### src/rtl/acc_pkg.sv
// Shared definitions for the 16-bit multi-register accumulator processor.
// Used by the control unit, its opcode decoder and the datapath, so all of them
// agree on opcode values, accumulator source codes, ALU codes and the
// control FSM state encoding.
package acc_pkg;

    // Opcodes carried in IR[15:12]
    localparam logic [3:0] OPC_NOP  = 4'h0;
    localparam logic [3:0] OPC_LDI  = 4'h1;
    localparam logic [3:0] OPC_LD   = 4'h2;
    localparam logic [3:0] OPC_ST   = 4'h3;
    localparam logic [3:0] OPC_ADD  = 4'h4;
    localparam logic [3:0] OPC_SUB  = 4'h5;
    localparam logic [3:0] OPC_AND  = 4'h6;
    localparam logic [3:0] OPC_OR   = 4'h7;
    localparam logic [3:0] OPC_MOVR = 4'h8;
    localparam logic [3:0] OPC_MOVA = 4'h9;
    localparam logic [3:0] OPC_BEQZ = 4'hA;
    localparam logic [3:0] OPC_JMP  = 4'hB;
    localparam logic [3:0] OPC_IN   = 4'hC;
    localparam logic [3:0] OPC_OUT  = 4'hD;
    localparam logic [3:0] OPC_ILL  = 4'hE;   // undefined, behaves as NOP
    localparam logic [3:0] OPC_HALT = 4'hF;

    // Accumulator source select
    localparam logic [1:0] ACC_SRC_ALU = 2'd0;
    localparam logic [1:0] ACC_SRC_IMM = 2'd1;  // imm, or Input_Data when in_sel
    localparam logic [1:0] ACC_SRC_MEM = 2'd2;
    localparam logic [1:0] ACC_SRC_REG = 2'd3;

    // ALU operation codes
    localparam logic [2:0] ALU_ADD = 3'd0;
    localparam logic [2:0] ALU_SUB = 3'd1;
    localparam logic [2:0] ALU_AND = 3'd2;
    localparam logic [2:0] ALU_OR  = 3'd3;

    // Control FSM states
    typedef enum logic [2:0] {
        ST_FETCH  = 3'd0,
        ST_DECODE = 3'd1,
        ST_EXEC   = 3'd2,
        ST_MEM    = 3'd3,
        ST_HALT   = 3'd4
    } state_t;

    // Decoded instruction class, latched in DECODE and consumed in EXEC/MEM
    typedef struct packed {
        logic       acc_load;
        logic [1:0] acc_src;
        logic [2:0] alu_op;
        logic       reg_we;
        logic       out_load;
        logic       in_sel;
        logic       pc_load;          // unconditional jump
        logic       pc_load_if_zero;  // conditional on zero_flag in EXEC
        logic       illegal;
        logic       go_mem;           // LD/ST need a MEM cycle
        logic       mem_we;           // ST
        logic       mem_load;         // LD loads ACC when memory completes
        logic       go_halt;
    } ctrl_bundle_t;

    // ADD..OR are contiguous from 4, so the ALU code is the low opcode bits
    function automatic logic [2:0] alu_op_of(input logic [3:0] opc);
        return {1'b0, opc[1:0]};
    endfunction

endpackage

### src/rtl/acc_ctrl_decode.sv
// Combinational opcode decoder for the accumulator control unit.
// Maps a 4-bit opcode onto the bundle of strobes and flow-control hints the
// control FSM needs. Holds no state; the FSM latches the result in DECODE.
// Ports:
//   opc   in   4                opcode (IR[15:12])
//   ctrl  out  ctrl_bundle_t    decoded strobe bundle
module acc_ctrl_decode
    import acc_pkg::*;
(
    input  logic [3:0]   opc,
    output ctrl_bundle_t ctrl
);

    always_comb begin
        ctrl = '0;
        case (opc)
            OPC_NOP: ;
            OPC_LDI: begin
                ctrl.acc_load = 1'b1;
                ctrl.acc_src  = ACC_SRC_IMM;
            end
            OPC_LD: begin
                ctrl.go_mem   = 1'b1;
                ctrl.mem_load = 1'b1;
            end
            OPC_ST: begin
                ctrl.go_mem = 1'b1;
                ctrl.mem_we = 1'b1;
            end
            OPC_ADD, OPC_SUB, OPC_AND, OPC_OR: begin
                ctrl.acc_load = 1'b1;
                ctrl.acc_src  = ACC_SRC_ALU;
                ctrl.alu_op   = alu_op_of(opc);
            end
            OPC_MOVR: ctrl.reg_we = 1'b1;
            OPC_MOVA: begin
                ctrl.acc_load = 1'b1;
                ctrl.acc_src  = ACC_SRC_REG;
            end
            OPC_BEQZ: ctrl.pc_load_if_zero = 1'b1;
            OPC_JMP:  ctrl.pc_load = 1'b1;
            OPC_IN: begin
                ctrl.acc_load = 1'b1;
                ctrl.acc_src  = ACC_SRC_IMM;
                ctrl.in_sel   = 1'b1;
            end
            OPC_OUT:  ctrl.out_load = 1'b1;
            OPC_ILL:  ctrl.illegal = 1'b1;
            OPC_HALT: ctrl.go_halt = 1'b1;
            default:  ctrl = '0;
        endcase
    end

endmodule

### src/rtl/acc_control_unit.sv
// Multi-cycle control FSM for the 16-bit multi-register accumulator processor.
// Fetches instructions over a req/ready handshake, decodes them and sequences
// the datapath (PC, IR, ACC, register file, ALU, output latch).
// State flow: FETCH -> DECODE -> EXEC -> (MEM ->) FETCH, or HALT (reset only exit).
// Ports:
//   clk        in   1          system clock, rising edge
//   rst_n      in   1          asynchronous active-low reset
//   instr      in   DATA_W     memory read data {opc, rsel, imm}
//   mem_ready  in   1          memory completes the current access
//   zero_flag  in   1          accumulator == 0
//   mem_req    out  1          memory access request
//   mem_we     out  1          write qualifier (with mem_req)
//   addr_sel   out  1          0 = PC, 1 = imm drives the address
//   ir_load    out  1          IR <= instr
//   pc_inc     out  1          PC <= PC + 1
//   pc_load    out  1          PC <= imm
//   acc_load   out  1          ACC <= selected source
//   acc_src    out  2          ACC source select (ACC_SRC_*)
//   alu_op     out  3          ALU operation (ALU_*)
//   reg_we     out  1          R[reg_sel] <= ACC
//   reg_sel    out  REG_SEL_W  register select, IR[11:8]
//   out_load   out  1          Output_Data <= ACC
//   in_sel     out  1          ACC imm source takes Input_Data
//   halted     out  1          sticky, high in HALT
//   illegal    out  1          one-cycle pulse on undefined opcode
//   bus_error  out  1          sticky, handshake timeout
module acc_control_unit
    import acc_pkg::*;
#(
    parameter int DATA_W    = 16,
    parameter int REG_SEL_W = 4,
    parameter int TIMEOUT   = 15
) (
    input  logic                 clk,
    input  logic                 rst_n,
    input  logic [DATA_W-1:0]    instr,
    input  logic                 mem_ready,
    input  logic                 zero_flag,
    output logic                 mem_req,
    output logic                 mem_we,
    output logic                 addr_sel,
    output logic                 ir_load,
    output logic                 pc_inc,
    output logic                 pc_load,
    output logic                 acc_load,
    output logic [1:0]           acc_src,
    output logic [2:0]           alu_op,
    output logic                 reg_we,
    output logic [REG_SEL_W-1:0] reg_sel,
    output logic                 out_load,
    output logic                 in_sel,
    output logic                 halted,
    output logic                 illegal,
    output logic                 bus_error
);

    // Only the opcode and register select are needed here; the immediate
    // lives in the datapath's own copy of IR.
    localparam int IR_W = 4 + REG_SEL_W;
    localparam logic [7:0] WAIT_LAST = 8'(TIMEOUT - 1);

    state_t              state_reg, state_next;
    logic [IR_W-1:0]     ir_reg, ir_next;
    ctrl_bundle_t        dec_reg, dec_next;
    ctrl_bundle_t        dec_bundle;
    logic [7:0]          wait_cnt_reg, wait_cnt_next;
    logic                bus_error_reg, bus_error_next;
    logic                wait_expired;
    logic [DATA_W-IR_W-1:0] unused_imm;

    assign unused_imm = instr[DATA_W-IR_W-1:0];

    acc_ctrl_decode u_decode (
        .opc  (ir_reg[IR_W-1 -: 4]),
        .ctrl (dec_bundle)
    );

    // This cycle is the TIMEOUT-th consecutive cycle without mem_ready
    assign wait_expired = !mem_ready && (wait_cnt_reg == WAIT_LAST);

    assign reg_sel   = ir_reg[REG_SEL_W-1:0];
    assign halted    = (state_reg == ST_HALT);
    assign bus_error = bus_error_reg;

    always_ff @(posedge clk or negedge rst_n) begin
        if (!rst_n) begin
            state_reg     <= ST_FETCH;
            ir_reg        <= '0;
            dec_reg       <= '0;
            wait_cnt_reg  <= '0;
            bus_error_reg <= 1'b0;
        end else begin
            state_reg     <= state_next;
            ir_reg        <= ir_next;
            dec_reg       <= dec_next;
            wait_cnt_reg  <= wait_cnt_next;
            bus_error_reg <= bus_error_next;
        end
    end

    always_comb begin
        state_next     = state_reg;
        ir_next        = ir_reg;
        dec_next       = dec_reg;
        wait_cnt_next  = wait_cnt_reg;
        bus_error_next = bus_error_reg;
        mem_req        = 1'b0;
        mem_we         = 1'b0;
        addr_sel       = 1'b0;
        ir_load        = 1'b0;
        pc_inc         = 1'b0;
        pc_load        = 1'b0;
        acc_load       = 1'b0;
        acc_src        = ACC_SRC_ALU;
        alu_op         = ALU_ADD;
        reg_we         = 1'b0;
        out_load       = 1'b0;
        in_sel         = 1'b0;
        illegal        = 1'b0;

        // Gating on rst_n makes mem_req and every strobe drop the moment
        // reset is asserted, without waiting for a clock edge.
        if (rst_n) begin
            case (state_reg)
                ST_FETCH: begin
                    mem_req = 1'b1;
                    if (mem_ready) begin
                        ir_load    = 1'b1;
                        pc_inc     = 1'b1;
                        ir_next    = instr[DATA_W-1 -: IR_W];
                        state_next = ST_DECODE;
                    end else if (wait_expired) begin
                        bus_error_next = 1'b1;
                        state_next     = ST_HALT;
                    end else begin
                        wait_cnt_next = wait_cnt_reg + 8'd1;
                    end
                end

                ST_DECODE: begin
                    dec_next   = dec_bundle;
                    state_next = ST_EXEC;
                end

                ST_EXEC: begin
                    acc_load = dec_reg.acc_load;
                    acc_src  = dec_reg.acc_src;
                    alu_op   = dec_reg.alu_op;
                    reg_we   = dec_reg.reg_we;
                    out_load = dec_reg.out_load;
                    in_sel   = dec_reg.in_sel;
                    illegal  = dec_reg.illegal;
                    pc_load  = dec_reg.pc_load
                             | (dec_reg.pc_load_if_zero & zero_flag);
                    if (dec_reg.go_mem) begin
                        wait_cnt_next = '0;
                        state_next    = ST_MEM;
                    end else if (dec_reg.go_halt) begin
                        state_next = ST_HALT;
                    end else begin
                        wait_cnt_next = '0;
                        state_next    = ST_FETCH;
                    end
                end

                ST_MEM: begin
                    mem_req  = 1'b1;
                    addr_sel = 1'b1;
                    mem_we   = dec_reg.mem_we;
                    if (mem_ready) begin
                        acc_load      = dec_reg.mem_load;
                        acc_src       = dec_reg.mem_load ? ACC_SRC_MEM : ACC_SRC_ALU;
                        wait_cnt_next = '0;
                        state_next    = ST_FETCH;
                    end else if (wait_expired) begin
                        // Abandon the access; the LD load strobe never fires
                        bus_error_next = 1'b1;
                        state_next     = ST_HALT;
                    end else begin
                        wait_cnt_next = wait_cnt_reg + 8'd1;
                    end
                end

                ST_HALT: ;

                default: state_next = ST_FETCH;
            endcase
        end
    end

endmodule
### config.mk
export PLATFORM = sky130hd
export DESIGN_NAME = acc_control_unit
export DESIGN_NICKNAME = d
export VERILOG_FILES = /design/src/rtl/acc_pkg.sv /design/src/rtl/acc_ctrl_decode.sv /design/src/rtl/acc_control_unit.sv
export SDC_FILE = /design/constraint.sdc
export NUM_CORES = 1
export LEC_CHECK = 0
export CAP_MARGIN = 15
export CORE_AREA = 2 2 50 86
export CTS_BUF_LIST = sky130_fd_sc_hd__clkbuf_8
export DETAILED_ROUTE_END_ITERATION = 6
export DIE_AREA = 0 0 52 88
export PLACE_DENSITY = 0.89
export SLEW_MARGIN = 30
export SYNTH_ARGS = -nofsm -noshare
export SYNTH_HDL_FRONTEND = slang
export SYNTH_SLANG_ARGS = --single-unit
### constraint.sdc
create_clock -name clk -period 4.8 [get_ports clk]
set_input_delay 0.72 -clock clk [delete_from_list [all_inputs] [get_ports clk]]
set_output_delay 0.72 -clock clk [all_outputs]
set_load 0.005 [all_outputs]
# Yosys cells after proc, flatten, opt, wreduce, memory -nomap -nowiden
# Index checks and enable logic that the tools add are counted.
[op_classes]
n_addsub = 1
n_mul = 0
div_mod_pow = 0
n_lt_le_gt_ge = 0
n_eq_ne = 22
n_shift = 0
mux = 52
n_bitwise = 4
n_reduce_logical = 13
[op_table]
columns = ["operator", "n"]
rows = [
  ["two-way mux 8 bit", 5],
  ["== test 4 bit (second input constant)", 8],
  ["two-way mux 1 bit", 31],
  ["case mux 8 bit (3 select lines)", 1],
  ["two-way mux 3 bit", 7],
  ["== test 4 x 3 -> 1 bit (second input constant)", 4],
  ["case mux 3 bit (5 select lines)", 1],
  ["case mux 3 bit (3 select lines)", 1],
  ["adder 8 x 1 -> 8 bit (second input constant)", 1],
  ["== test 4 x 2 -> 1 bit (second input constant)", 2],
  ["== test 8 x 4 -> 1 bit (second input constant)", 1],
  ["two-way mux 2 bit", 4],
  ["AND reduction 4 bit", 2],
  ["== test 3 x 2 -> 1 bit (second input constant)", 2],
  ["OR reduction 2 bit", 3],
  ["== test 4 x 1 -> 1 bit (second input constant)", 1],
  ["case mux 2 bit (2 select lines)", 1],
  ["AND reduction 2 bit", 2],
  ["OR reduction 4 bit", 1],
  ["== test 3 x 1 -> 1 bit (second input constant)", 1],
  ["== test 3 bit (second input constant)", 1],
  ["zero test 3 bit", 1],
  ["!= test 3 bit (second input constant)", 1],
  ["AND reduction 3 bit", 1],
  ["other kinds (8)", 9],
]
[totals]
register_bits = 36
latchBits = 0
ram_bits = 0
mem_bits_ro = 0
out_inout_bits = 22
word_cells = 109
memories = 0

# Longest topological paths before layout
[depth]
ltp_word = 5
ltp_mapped = 7
depth_no_buf = 6

# Modules after synthesis
# A second synthesis with hierarchy kept.
[hier_totals]
cells_unflattened = 188
hier_area_um2 = 1951.9
[modules_own_cells]
columns = ["mod", "instances", "cells_each", "area_per_inst_um2"]
rows = [
  ["acc_control_unit", 1, 163, 1820.5],
  ["acc_ctrl_decode", 1, 25, 131.4],
]

# Worst setup path after synthesis
# No wires, ideal clock.
[synth_timing]
kind = "in2out"
start = "in rst_n"
end = "out pc_inc"
arrival_time_ns = 1.394
required_time_ns = 4.080
slack_ns = 2.686
cell_stages = 4
n_path_buf = 1
cell_sequence = "nor2b_1 > nand3_1 > inv_1 > buf_4"
[synth_via]
elab_chain_len = 1
[synth_rtl]
columns = ["element", "line", "text"]
rows = [
  ["start, declared", "acc_control_unit.sv:35", "input logic rst_n,"],
  ["two-way mux 1 bit", "n/a", ""],
  ["end, declared", "acc_control_unit.sv:43", "output logic pc_inc,"],
]
# Every way passes these cells.

# Worst setup path in the final report
[layout_timing]
start = "in mem_ready"
end = "out ir_load"
[layout_via]
elab_chain_len = 3
[layout_rtl]
columns = ["element", "line", "text"]
rows = [
  ["start, declared", "acc_control_unit.sv:37", "input logic mem_ready,"],
  ["two-way mux 1 bit", "acc_control_unit.sv:127", "if (mem_ready) begin"],
  ["two-way mux 1 bit", "acc_control_unit.sv:124", "case (state_reg)"],
  ["two-way mux 1 bit", "acc_control_unit.sv:123", "if (rst_n) begin"],
  ["end, declared", "acc_control_unit.sv:42", "output logic ir_load,"],
]
# Every way passes these cells.

==> impl_metrics.env <==
export IMPL_track_usage_pct=18.8
export IMPL_synth_most_common_cell="dfrtp_1"
export IMPL_post_synth_top_area_fraction_pct=46.8
export IMPL_max_cap_violations=0
export IMPL_fmax_mhz=312
export IMPL_synthDistinctLibCells=37
export IMPL_first_iter_violations=36
export IMPL_hold_viol=0
export IMPL_cp_cell_sequence="clkdlybuf4s50_1, nand3_1, inv_1, clkdlybuf4s50_1"
export IMPL_die_h_um=88
export IMPL_gr_total_overflow=0
export IMPL_hold_path_class="input port to async pin"
export IMPL_start_util_pct=48.4
export IMPL_synth_async_reset_ratio_pct=100
export IMPL_h_tree_depth=2
export IMPL_muxShareOfSynthArea_pct=5.95
export IMPL_fin_worst_skew_ns=0.00775
export IMPL_synth_top_family_by_area="simple AND/OR/NAND/NOR gates"
export IMPL_firstDrtPassIters=4
export IMPL_power_density_nw_per_um2=509
export IMPL_timing_rr_start="wait_cnt_reg[0]"
export IMPL_worstPathArrival_ns=2.49
export IMPL_synth_top_area_cell="dfrtp_1"
export IMPL_cp_num_buf_inv=3
export IMPL_pre_cts_ws_ns=1.53
export IMPL_drc=0
export IMPL_clk_latency_ns=0.29
export IMPL_cts_buffer_depth=2
export IMPL_utilization_pct=57.8
export IMPL_ys_warnings_count=0
export IMPL_yosys_top_cells_count="dfrtp_1 (35), nand2_1 (28), o31ai_1 (12)"
export IMPL_numClockSinks=35
export IMPL_io_pins=42
export IMPL_setup_viol=0
export IMPL_place_congestion=0.724
export IMPL_grt_pass1_vias=1399
export IMPL_path_clk_slew_ns=0.07
export IMPL_synth_xor_area_share_pct=0.936
export IMPL_synth_main_ff_cell="dfrtp_1"
export IMPL_ctsRootBufferMaster="clkbuf_8"
export IMPL_cp_slowest_cell="clkdlybuf4s50_1"
export IMPL_cpPeakStageDelay_ns=0.67
export IMPL_setup_slack_ns=1.59
export IMPL_rsz0062_at_grt="no"
export IMPL_avgSynthCellArea_um2=9.74
export IMPL_multi_input_area_um2=876
export IMPL_rr_endpoint="state_reg[0]"
export IMPL_nFillCells=324
export IMPL_avgRoutedWirePerCell_um=14.8
export IMPL_largest_register_ffs=15
export IMPL_rows=30
export IMPL_leakagePower_uw=0.000921
export IMPL_ir_worst_vdd_v=0.000377
export IMPL_final_area_um2=2230
export IMPL_fin_total_pwr_uw=1140
export IMPL_synth_edf_count=0
export IMPL_cts_resized=0
export IMPL_seq_area_um2=876
export IMPL_slew_violations=0
export IMPL_start_kind="input port"
export IMPL_core_region_area_um2=3870
export IMPL_worstPathMaxFanout=9
export IMPL_antenna_found_initial=0
export IMPL_ys_seq_area_share_pct=46.8
export IMPL_layout_min_cycle_time_ns=3.21
export IMPL_outcome="completed"
export IMPL_worstSetupPathType="input port to primary output"
export IMPL_synthSimpleGateAreaFrac_pct=23.1
export IMPL_end_kind="primary output"
export IMPL_drive_gt1_share_pct=9.35
export IMPL_area_growth_pct=19.4
export IMPL_place_hpwl_um=2820
export IMPL_rr_worst_depth=6
export IMPL_viasPerCell=5.56
export IMPL_synth_nets=214
export IMPL_ff2ff_setup_slack_ns=2.70
export IMPL_cp_common_cell="clkdlybuf4s50_1"
export IMPL_diodes=0
export IMPL_cts_tree="done"
export IMPL_cp_data_required_time_ns=4.08
export IMPL_layout_nets=236
export IMPL_worst_pin_slew_ns=0.866
export IMPL_synth_compound_area_share_pct=15.3
export IMPL_slew_headroom_pct=42.3
export IMPL_placed_area_um2=2150
export IMPL_synth_area_leaders="dfrtp_1 (47%), nand2_1 (5.6%), mux2_2 (5.4%)"
export IMPL_syn_cell_area_um2=1870
export IMPL_yosys_register_bits=35
export IMPL_crit_family="buffers and inverters"
export IMPL_cts_buffers=5
export IMPL_die_w_um=52
export IMPL_post_cts_buffers=0
export IMPL_netlist_instances=192
export IMPL_grt_pass1_wl_um=6250
export IMPL_vias=1458
export IMPL_wirelength_um=3870
export IMPL_grt_max_degree=31
export IMPL_tns_ns=0
export IMPL_die_area_um2=4580
export IMPL_postCtsHoldBufs=0
export IMPL_postRouteAntennaNets=0
export IMPL_synthAdderAreaFrac_pct=1.34
export IMPL_min_period_over_period_pct=66.8
export IMPL_portBuffers=32
[layout by cell type, fill, tap and decap left out, types with 2 or more instances in the layout]
| cell type | synthesis | routed |
|---|---|---|
| a21oi_1 | 8 | 8 |
| o41ai_1 | 4 | 4 |
| and2_1 | 10 | 10 |
| nor2_1 | 9 | 9 |
| nand2b_1 | 8 | 8 |
| dfrtp_1 | 35 | 35 |
| a21o_1 | 2 | 2 |
| or4_1 | 5 | 5 |
| mux2_2 | 9 | 9 |
| clkdlybuf4s50_1 | 0 | 31 |
| or3_1 | 3 | 3 |
| nand2_1 | 28 | 28 |
| o31ai_1 | 12 | 12 |
| and4_1 | 2 | 2 |
| ha_1 | 2 | 2 |
| o21ai_0 | 9 | 9 |
| nand3_1 | 5 | 5 |
| a32o_1 | 2 | 2 |
| inv_1 | 3 | 3 |
| nor2b_1 | 3 | 3 |
| clkbuf_8 | 0 | 6 |
| nor3_1 | 2 | 2 |
[cells by family after synthesis]
logic type / after synthesis
buffers and inverters: 21
AOI/OAI and AO/OA: 42
DFF: 35
and+or+nand+nor: 79
muxes: 10
adders and majority gates: 2
xor gates and xnor gates: 2
other: 1
[report_power, final]
part | internal [µW] | total, µW | switching, µW
Combinational | 202 | 391 | 189
Sequential | 402 | 530 | 128
Clock | 112 | 215 | 103
[worst max path at each step]
| stage | start | to | slack [ns] | depth (start not counted) |
|---|---|---|---|---|
| finish | mem_ready | ir_load | 1.59 | 4 |
| global route | state_reg[1] | acc_src[1] | 1.42 | 5 |
| CTS | mem_ready | ir_load | 1.53 | 4 |
| detailed placement | mem_ready | ir_load | 1.53 | 4 |
| global placement | mem_ready | ir_load | 1.60 | 4 |
| floorplan | rst_n | pc_inc | 2.69 | 4 |
[per-layer routing]
| layer | up-vias | part of all wire [%] | GRT usage, % |
|---|---|---|---|
| met2 | 27 | 55 | 33.6 |
| met1 | 705 | 39 | 19.6 |
| met4 | 0 | 2.6 | 9.81 |
| met3 | 10 | 3.3 | 4.61 |
| li1 | 716 | - | - |
| met5 | - | 0 | 0 |
[cell type report]
cell class              count  share of cell area [%]
inverters                   3                   0.504
clock buffers               6                    3.70
multi-input cells         136                    39.2
repair buffers             33                    14.5
flip-flops and latches     35                    39.2
clock inverters             1                   0.224
well taps                  48                    2.69
[metrics by stage]
step | cells | hold slack [ns]
2_1_floorplan | 192 | 0.424
3_3_place_gp | 255 | 0.440
3_5_place_dp | 255 | 0.447
4_1_cts | 262 | 0.342
5_1_grt | 262 | 0.359
6_report | 262 | 0.337
Power figures use the tool's default switching activity.
